## src/rtl/dmem_loader.sv

```systemverilog
// dmem_loader: byte-stream loader in front of the data memory.
//
// Receives a 16-bit big-endian length N (in words) followed by N words of
// bytes, packs each DATA_W/8 bytes MSB-first into a word and writes them to
// consecutive dmem locations from word 0. Outside a load the CPU port is
// passed straight through to dmem; during a load the loader owns dmem and
// holds the CPU with cpu_stall.
//
// Ports:
//   clk, rst              clock, asynchronous active-high reset
//   start                 one-cycle load request (IDLE/DONE only)
//   in_data/in_valid      byte stream input
//   in_ready              loader accepts a byte this cycle
//   cpu_a/cpu_wd/cpu_we   CPU data-memory request
//   cpu_rd                CPU read data (always mem_rd)
//   mem_a/mem_wd/mem_we   dmem request
//   mem_rd                dmem read data
//   cpu_stall             a load owns dmem
//   done                  load finished (DONE state)
//   err                   sticky: a word fell at index >= DEPTH and was dropped
module dmem_loader #(
  parameter int DATA_W = 32,
  parameter int ADDR_W = 16,
  parameter int DEPTH  = 256
) (
  input  logic              clk,
  input  logic              rst,
  input  logic              start,
  input  logic [7:0]        in_data,
  input  logic              in_valid,
  output logic              in_ready,
  input  logic [ADDR_W-1:0] cpu_a,
  input  logic [DATA_W-1:0] cpu_wd,
  input  logic              cpu_we,
  output logic [DATA_W-1:0] cpu_rd,
  output logic [ADDR_W-1:0] mem_a,
  output logic [DATA_W-1:0] mem_wd,
  output logic              mem_we,
  input  logic [DATA_W-1:0] mem_rd,
  output logic              cpu_stall,
  output logic              done,
  output logic              err
);

  localparam int BPW = DATA_W / 8;
  localparam logic [7:0] LAST_BYTE = 8'(BPW - 1);
  localparam logic [ADDR_W:0] DEPTH_L = (ADDR_W + 1)'(DEPTH);

  typedef enum logic [2:0] {
    S_IDLE, S_LEN_HI, S_LEN_LO, S_DATA, S_FLUSH, S_DONE
  } state_t;

  state_t            state_q, state_d;
  logic [15:0]       len_q, len_d;
  logic [7:0]        byte_cnt_q, byte_cnt_d;
  logic [15:0]       word_cnt_q, word_cnt_d;
  logic [ADDR_W-1:0] word_idx_q, word_idx_d;
  logic [DATA_W-1:0] pack_q, pack_d;
  logic              wr_pend_q, wr_pend_d;
  logic              wr_ok_q, wr_ok_d;
  logic [ADDR_W-1:0] wr_addr_q, wr_addr_d;
  logic [DATA_W-1:0] wr_data_q, wr_data_d;
  logic              done_q, done_d;
  logic              err_q, err_d;

  logic              loading;
  logic              accept;
  logic              in_range;
  logic [DATA_W-1:0] packed_word;

  assign loading  = (state_q == S_LEN_HI) || (state_q == S_LEN_LO) ||
                    (state_q == S_DATA)   || (state_q == S_FLUSH);
  assign in_ready = (state_q == S_LEN_HI) || (state_q == S_LEN_LO) ||
                    (state_q == S_DATA);
  assign accept   = in_valid && in_ready;
  assign in_range = {1'b0, word_idx_q} < DEPTH_L;
  // New byte enters at the bottom so the first byte of a word ends up in the MSB.
  assign packed_word = (pack_q << 8) | DATA_W'(in_data);

  always_comb begin
    state_d    = state_q;
    len_d      = len_q;
    byte_cnt_d = byte_cnt_q;
    word_cnt_d = word_cnt_q;
    word_idx_d = word_idx_q;
    pack_d     = pack_q;
    wr_pend_d  = 1'b0;
    wr_ok_d    = 1'b0;
    wr_addr_d  = wr_addr_q;
    wr_data_d  = wr_data_q;
    done_d     = done_q;
    err_d      = err_q;
    case (state_q)
      S_IDLE, S_DONE: begin
        if (start) begin
          state_d    = S_LEN_HI;
          len_d      = '0;
          byte_cnt_d = '0;
          word_cnt_d = '0;
          word_idx_d = '0;
          pack_d     = '0;
          done_d     = 1'b0;
          err_d      = 1'b0;
        end
      end
      S_LEN_HI: begin
        if (accept) begin
          len_d[15:8] = in_data;
          state_d     = S_LEN_LO;
        end
      end
      S_LEN_LO: begin
        if (accept) begin
          len_d[7:0] = in_data;
          if ({len_q[15:8], in_data} == 16'd0) begin
            state_d = S_DONE;
            done_d  = 1'b1;
          end else begin
            state_d = S_DATA;
          end
        end
      end
      S_DATA: begin
        if (accept) begin
          pack_d = packed_word;
          if (byte_cnt_q == LAST_BYTE) begin
            // Word complete: stage it for the write on the next cycle while
            // the packer keeps accepting bytes of the following word.
            byte_cnt_d = '0;
            wr_pend_d  = 1'b1;
            wr_ok_d    = in_range;
            wr_addr_d  = word_idx_q;
            wr_data_d  = packed_word;
            if (!in_range) err_d = 1'b1;
            word_idx_d = word_idx_q + ADDR_W'(1);
            word_cnt_d = word_cnt_q + 16'd1;
            if (word_cnt_q == len_q - 16'd1) state_d = S_FLUSH;
          end else begin
            byte_cnt_d = byte_cnt_q + 8'd1;
          end
        end
      end
      S_FLUSH: begin
        state_d = S_DONE;
        done_d  = 1'b1;
      end
      default: state_d = S_IDLE;
    endcase
  end

  always_ff @(posedge clk or posedge rst) begin
    if (rst) begin
      state_q    <= S_IDLE;
      len_q      <= '0;
      byte_cnt_q <= '0;
      word_cnt_q <= '0;
      word_idx_q <= '0;
      pack_q     <= '0;
      wr_pend_q  <= 1'b0;
      wr_ok_q    <= 1'b0;
      wr_addr_q  <= '0;
      wr_data_q  <= '0;
      done_q     <= 1'b0;
      err_q      <= 1'b0;
    end else begin
      state_q    <= state_d;
      len_q      <= len_d;
      byte_cnt_q <= byte_cnt_d;
      word_cnt_q <= word_cnt_d;
      word_idx_q <= word_idx_d;
      pack_q     <= pack_d;
      wr_pend_q  <= wr_pend_d;
      wr_ok_q    <= wr_ok_d;
      wr_addr_q  <= wr_addr_d;
      wr_data_q  <= wr_data_d;
      done_q     <= done_d;
      err_q      <= err_d;
    end
  end

  // dmem port mux: loader owns memory during a load, CPU otherwise.
  assign mem_a     = loading ? wr_addr_q : cpu_a;
  assign mem_wd    = loading ? wr_data_q : cpu_wd;
  assign mem_we    = loading ? (wr_pend_q && wr_ok_q) : cpu_we;
  assign cpu_rd    = mem_rd;
  assign cpu_stall = loading;
  assign done      = done_q;
  assign err       = err_q;

endmodule

```

## config.mk

```make
export PLATFORM = sky130hd
export DESIGN_NAME = dmem_loader
export DESIGN_NICKNAME = d
export VERILOG_FILES = /design/src/rtl/dmem_loader.sv
export SDC_FILE = /design/constraint.sdc
export NUM_CORES = 1
export LEC_CHECK = 0
export CAP_MARGIN = 10
export CELL_PAD_IN_SITES_DETAIL_PLACEMENT = 1
export CELL_PAD_IN_SITES_GLOBAL_PLACEMENT = 2
export CORE_MARGIN = 4
export CORE_UTILIZATION = 27
export DETAILED_ROUTE_END_ITERATION = 16
export PLACE_DENSITY_LB_ADDON = 0.1
export SLEW_MARGIN = 40
export SYNTH_ARGS = -nofsm -noshare
export SYNTH_HDL_FRONTEND = slang
export SYNTH_SLANG_ARGS = --single-unit
```

## constraint.sdc

```tcl
create_clock -name clk -period 4 [get_ports clk]
set_input_delay 0.4 -clock clk [delete_from_list [all_inputs] [get_ports clk]]
set_output_delay 0.4 -clock clk [all_outputs]
set_load 0.05 [all_outputs]
```

# [Word level (Yosys, flattened, before mapping)]
# Cells that the tools add are included.
[totals] ff_bits=135 wordCells=96 in_bits=93
[op_classes] bitwise_logic=1 eq_ne=15 n_lt_le_gt_ge=1 n_mux=42 addsub=4 reduce_logical=20
[op_table] op="two-way mux 16 bit" n=6
[op_table] op="case mux 16 bit (2 select lines)" n=2
[op_table] op="two-way mux 24 bit" n=2
[op_table] op="case mux 24 bit (2 select lines)" n=1
[op_table] op="case mux 8 bit (2 select lines)" n=3
[op_table] op="adder 16 x 1 -> 16 bit (second input constant)" n=2
[op_table] op="two-way mux 32 bit" n=1
[op_table] op="two-way mux 8 bit" n=4
[op_table] op="OR 32 x 8 -> 32 bit" n=1
[op_table] op="two-way mux 3 bit" n=7
[op_table] op="equality test 16 bit" n=1
[op_table] op="logical NOT 16 bit" n=1
[op_table] op="less-than comparator 16 x 9 -> 1 bit (second input constant)" n=1
[op_table] op="subtractor 16 x 1 -> 16 bit (second input constant)" n=1
[op_table] op="case mux 3 bit (5 select lines)" n=1
[op_table] op="two-way mux 1 bit" n=13
[op_table] op="AND reduction 3 bit" n=4
[op_table] op="!= test 2 bit (second input constant)" n=5
[op_table] op="adder 8 x 1 -> 8 bit (second input constant)" n=1
[op_table] op="equality test 8 x 2 -> 1 bit (second input constant)" n=1
[op_table] op="AND reduction 4 bit" n=2
[op_table] op="equality test 3 x 2 -> 1 bit (second input constant)" n=2
[op_table] op="equality test 3 bit (second input constant)" n=2
[op_table] op="!= test 2 x 1 -> 1 bit (second input constant)" n=3
[op_table] op="other kinds (11)" n=16

# [Longest topological paths before layout]
[logic_depth] ltp_word=6 ltp_mapped=9 ltp_nobuf=8

# [Least setup slack after synthesis]
# No wires, ideal clock.
[synth_timing] path_type="register to output" from="register state_q[2]" to="output mem_we" path_stages_with_launch=6 arrival_time_ps=2730 setup_slack_ps=870 cell_sequence="dfrtp_1 clkbuf_1 clkbuf_1 xnor2_1 clkbuf_1 o21ai_0"
[synth_between] elab_chain_cells=5
[synth_lines] item="from (decl)" line="53" source="state_t state_q, state_d;"
[synth_lines] item="from (signal assigned)" line="166" source="state_q <= state_d;"
[synth_lines] item="equality test 3 x 1 -> 1 bit / equality test 3 x 2 -> 1 bit (equally long branches)" line="71" source="assign loading = (state_q == S_LEN_HI) || (state_q == S_LEN_LO) ||"
[synth_lines] item="logical OR 1 bit (2 in series)" line="71"
[synth_lines] item="logical OR 1 bit *" line="72" source="(state_q == S_DATA) || (state_q == S_FLUSH);"
[synth_lines] item="via cpu_stall" line="40" source="output logic cpu_stall,"
[synth_lines] item="two-way mux 1 bit *" line="184" source="assign mem_we = loading ? (wr_pend_q && wr_ok_q) : cpu_we;"
[synth_lines] item="to (decl)" line="38" source="output logic mem_we,"
# Mark *: on every way through the listed nets, which the timed path passes. The rest lies on a longest branch.

# [Worst setup path after layout]
[layout_timing] from="register state_q[1]" to="output mem_a[5]"
[layout_between] elab_chain_cells=5
[layout_lines] item="equality test 3 x 1 -> 1 bit / equality test 3 x 2 -> 1 bit (equally long branches)" line="71"
[layout_lines] item="logical OR 1 bit (2 in series)" line="71"
[layout_lines] item="logical OR 1 bit *" line="72"
[layout_lines] item="two-way mux 16 bit *" line="182" source="assign mem_a = loading ? wr_addr_q : cpu_a;"
[layout_lines] item="to (decl)" line="36" source="output logic [ADDR_W-1:0] mem_a,"
# Mark *: on every way between the ends. The rest lies on a longest branch, timed or not.

==> tab_implementation.tex <==
\begin{tabular}{lr}
\hline
Metric & Value \\
\hline
\multicolumn{2}{l}{\textbf{Status}} \\
Result of the run & complete, no violations \\
\multicolumn{2}{l}{\textbf{Layout}} \\
Register cell area after layout & 3380 um2 \\
Synthesis-to-finish area growth & 27.6\% \\
Count of antenna diodes in the layout & 0 \\
Final layout net count & 961 \\
Fraction of final layout cells sized beyond drive strength 1 & 0.120 \\
Multi-input combinational cell area & 3370 um2 \\
Fill cells & 2,992 \\
\multicolumn{2}{l}{\textbf{Detailed routing}} \\
Vias per inst & 4.78 \\
Antenna violation net count after detailed routing & 0 \\
DR DRC count & 0 \\
Total Wirelength & 20,600 um \\
Via total after detailed routing & 5,795 \\
1st-pass router iterations & 4 \\
Routed len/inst & 17.0 um \\
DRC violation total after the first TritonRoute iteration & 216 \\
\multicolumn{2}{l}{\textbf{Timing}} \\
Worst slack on hold paths & 0.440 ns \\
Total negative slack for setup checks & 0 ns \\
Worst-case clock skew & 0.0115 ns \\
Final setup fails & 0 \\
RSZ-0062 raised after global routing & false \\
Max Clk Rate & 280 MHz \\
Final hold violation count & 0 \\
Final period util & 0.892 \\
Actual transition at the worst max-transition pin & 0.763 ns \\
Time the worst path needs with I/O delays and setup & 3.57 ns \\
Total count of max-transition violations in the final report & 0 \\
Relative max-transition margin & 0.491 \\
\multicolumn{2}{l}{\textbf{Synth}} \\
Post-synth top flop & sky130\_fd\_sc\_hd\_\_dfrtp\_1 \\
Post-synth cell types & 55 \\
Syn\_nets & 885 \\
Post-synthesis cell type with the largest combined area & sky130\_fd\_sc\_hd\_\_dfrtp\_1 \\
Top cells by area in the synthesized netlist & sky130\_fd\_sc\_hd\_\_dfrtp\_1 47\%, sky130\_fd\_sc\_hd\_\_nand2\_1 12\%, sky130\_fd\_sc\_hd\_\_mux2\_2 7.6\%, sky130\_fd\_sc\_hd\_\_buf\_4 3.4\%, sky130\_fd\_sc\_hd\_\_xor2\_1 3.2\% \\
Most frequent cell after synthesis & sky130\_fd\_sc\_hd\_\_nand2\_1 \\
Cell area after technology mapping & 7140 um2 \\
Average cell area after synthesis & 9.06 um2 \\
Fraction of the mapped netlist area in simple logic gates & 0.255 \\
Share of synthesized area occupied by flip-flops and latches & 0.473 \\
Post-synthesis mux area share & 0.0785 \\
Complex-gate fraction of the synthesized area & 0.0650 \\
Synth cell count leaders & 234 x sky130\_fd\_sc\_hd\_\_nand2\_1, 135 x sky130\_fd\_sc\_hd\_\_dfrtp\_1, 50 x sky130\_fd\_sc\_hd\_\_nor2\_1, 48 x sky130\_fd\_sc\_hd\_\_mux2\_2, 40 x sky130\_fd\_sc\_hd\_\_nand3\_1 \\
Main combinational cell family by area after synthesis & simple AND/OR/NAND/NOR gates \\
Adder-Cell Fraction of Synth Area & 0.00701 \\
Flop and latch count out of synthesis & 135 \\
Parity-gate share of the synthesized area counting xor and xnor cells & 0.0626 \\
Total number of yosys warnings & 0 \\
Gate count after technology mapping & 788 \\
Count of flip-flops with a built-in enable after synthesis & 0 \\
Area fraction of the dominant cell type after synthesis & 0.473 \\
FFs w/ async S/R, synth & 1.00 \\
\multicolumn{2}{l}{\textbf{Floorplan}} \\
Total number of placement rows & 59 \\
Full die area & 29,100 um2 \\
Number of primary I/O pins & 178 \\
Width of the die & 171 um \\
Starting Density & 0.274 \\
Chip height & 171 um \\
Area of the core & 26,100 um2 \\
\multicolumn{2}{l}{\textbf{Place}} \\
Port Buf Inserts & 113 \\
RePlAce Congestion & 0.745 \\
Post-DP HPWL & 14,100 um \\
\multicolumn{2}{l}{\textbf{Critical path}} \\
Kind of start point of the critical path & flop \\
Type of destination of the critical path & primary output \\
Critical path class & flop to primary output \\
Worst Reg2Reg Path Length in Cells & 7 \\
Req. time, crit path & 3.60 ns \\
Data arrival time of the critical path & 3.17 ns \\
Cells along the critical path & nor2\_1 -> xnor2\_2 -> buf\_12 -> mux2\_2 -> clkdlybuf4s50\_1 \\
CP max-delay cell & sky130\_fd\_sc\_hd\_\_clkdlybuf4s50\_1 \\
Largest fanout on the critical path & 43 \\
Slowest stage delay, CP & 0.70 ns \\
\multicolumn{2}{l}{\textbf{Worst hold path}} \\
Hold crit path type & input port to asynchronous set/reset pin \\
\multicolumn{2}{l}{\textbf{Power and ir drop}} \\
Worst supply voltage drop on vdd & 0.367 mV \\
Total power of the final layout & 6.77 mW \\
Leakage power & 4.31 nW \\
Power Density & 743 nW/um2 \\
\multicolumn{2}{l}{\textbf{Global routing}} \\
Pin count of the biggest net entering global routing & 136 \\
First-pass GRT wire length & 33,500 um \\
Via count of the first global-routing pass & 6,127 \\
Final global-route overflow total & 0 \\
Antenna violations before repair & 0 \\
Global-route usage over all layers & 0.144 \\
\multicolumn{2}{l}{\textbf{Clock tree}} \\
Clock tree from TritonCTS & yes \\
Number of clock sinks & 135 \\
Clock latency on the worst-skew pair & 0.42 ns \\
Setup fix buffers added after clock tree synthesis & 0 \\
Reg clk slew, reported paths & 0.06 ns \\
CTS Root Cell & sky130\_fd\_sc\_hd\_\_clkbuf\_16 \\
Clock Tree Buf Depth & 2 \\
Total of hold buffers inserted after clock tree synthesis & 0 \\
TritonCTS buffer count & 17 \\
Number of levels in the clock H-tree & 4 \\
Count of instances resized after the clock tree is built & 0 \\
\multicolumn{2}{l}{\textbf{Flow run}} \\
Max-cap violations & 0 \\
\hline
\end{tabular}
-- cells by family after synthesis --
family / after synthesis
buffers and inverters: 79
flip-flops: 135
multiplexers: 50
AND/OR/NAND/NOR: 405
adder cells (fa/ha/maj): 4
XOR/XNOR: 51
AO/OA/AOI/OAI: 64
-- per-stage QoR --
stage	worst slack [ns]	instances	instance area (um2)	util
after global placement	0.938	1179	8430	0.324
after floorplan	0.870	788	7140	-
final	0.433	1212	9110	0.350
after CTS	0.385	1211	9070	0.348
after detailed placement	0.850	1179	8440	0.324
after global routing	0.221	1212	9110	0.350
-- where the power goes --
part / internal, mW / total (mW) / switching (mW) / leakage (nW)
clock: 1.07 / 1.71 / 0.641 / 0.309
sequential: 1.57 / 1.82 / 0.252 / 1.86
combinational: 1.21 / 3.24 / 2.03 / 2.14
total: 3.84 / 6.77 / 2.92 / 4.31
-- worst max-delay path, delay by kind of cell, from the launching register on --
kind / cells / cell delay (ns)
xor+xnor: 1 / 0.57
buf+inv: 2 / 1.03
flops: 1 / 0.56
mux: 1 / 0.38
simple gates: 1 / 0.17
-- state kept, by name (all words and copies together), names as in the netlist --
name	count
done	1
len_q	16
word_idx_q	16
pack_q	24
wr_ok_q	1
wr_addr_q	16
wr_pend_q	1
word_cnt_q	16
wr_data_q	32
err	1
byte_cnt_q	8
state_q	3
-- metal layers --
layer  vias up  GRT usage  share of wire
li1       2776          -              -
met1      2886      0.195           0.47
met2       106      0.237           0.48
met3        27     0.0303          0.040
met4         0     0.0365          0.010
met5         -          0              0
-- placed cells by master (no fill, tap or decap), drive strengths merged, types with 8 or more instances in the layout --
master and count:
nor3 16, nor4 8, and3 14, xor2 26, dfrtp 135, mux2 48, nand2 234, a22o 10
o21ai 19, clkdlybuf4s50 113, nand3 40, a21oi 11, clkbuf 19, nor2 50, xnor2 25, nand4 10
inv 16, buf 11
-- cell type report --
cell class / count / share of cell area
sequential: 135 / 0.371
multi-input combinational: 574 / 0.370
timing repair buffer: 124 / 0.138
clock buffer: 19 / 0.0486
tap: 335 / 0.0460
clock inverter: 13 / 0.0209
inverter: 12 / 0.00563
-- worst paths after layout --
path | from | end | slack [ns]
max reg2reg | byte_cnt_q[0] | word_cnt_q[7] | 1.22
min reg2reg | pack_q[23] | pack_q[23] | 0.47
max | state_q[1] | mem_a[5] | 0.43
min in group clk | pack_q[23] | pack_q[23] | 0.47
min | rst | wr_data_q[26] | 0.44
max in group asynchronous | rst | len_q[7] | 2.89
Note: power is estimated with default switching activity, not from simulation.
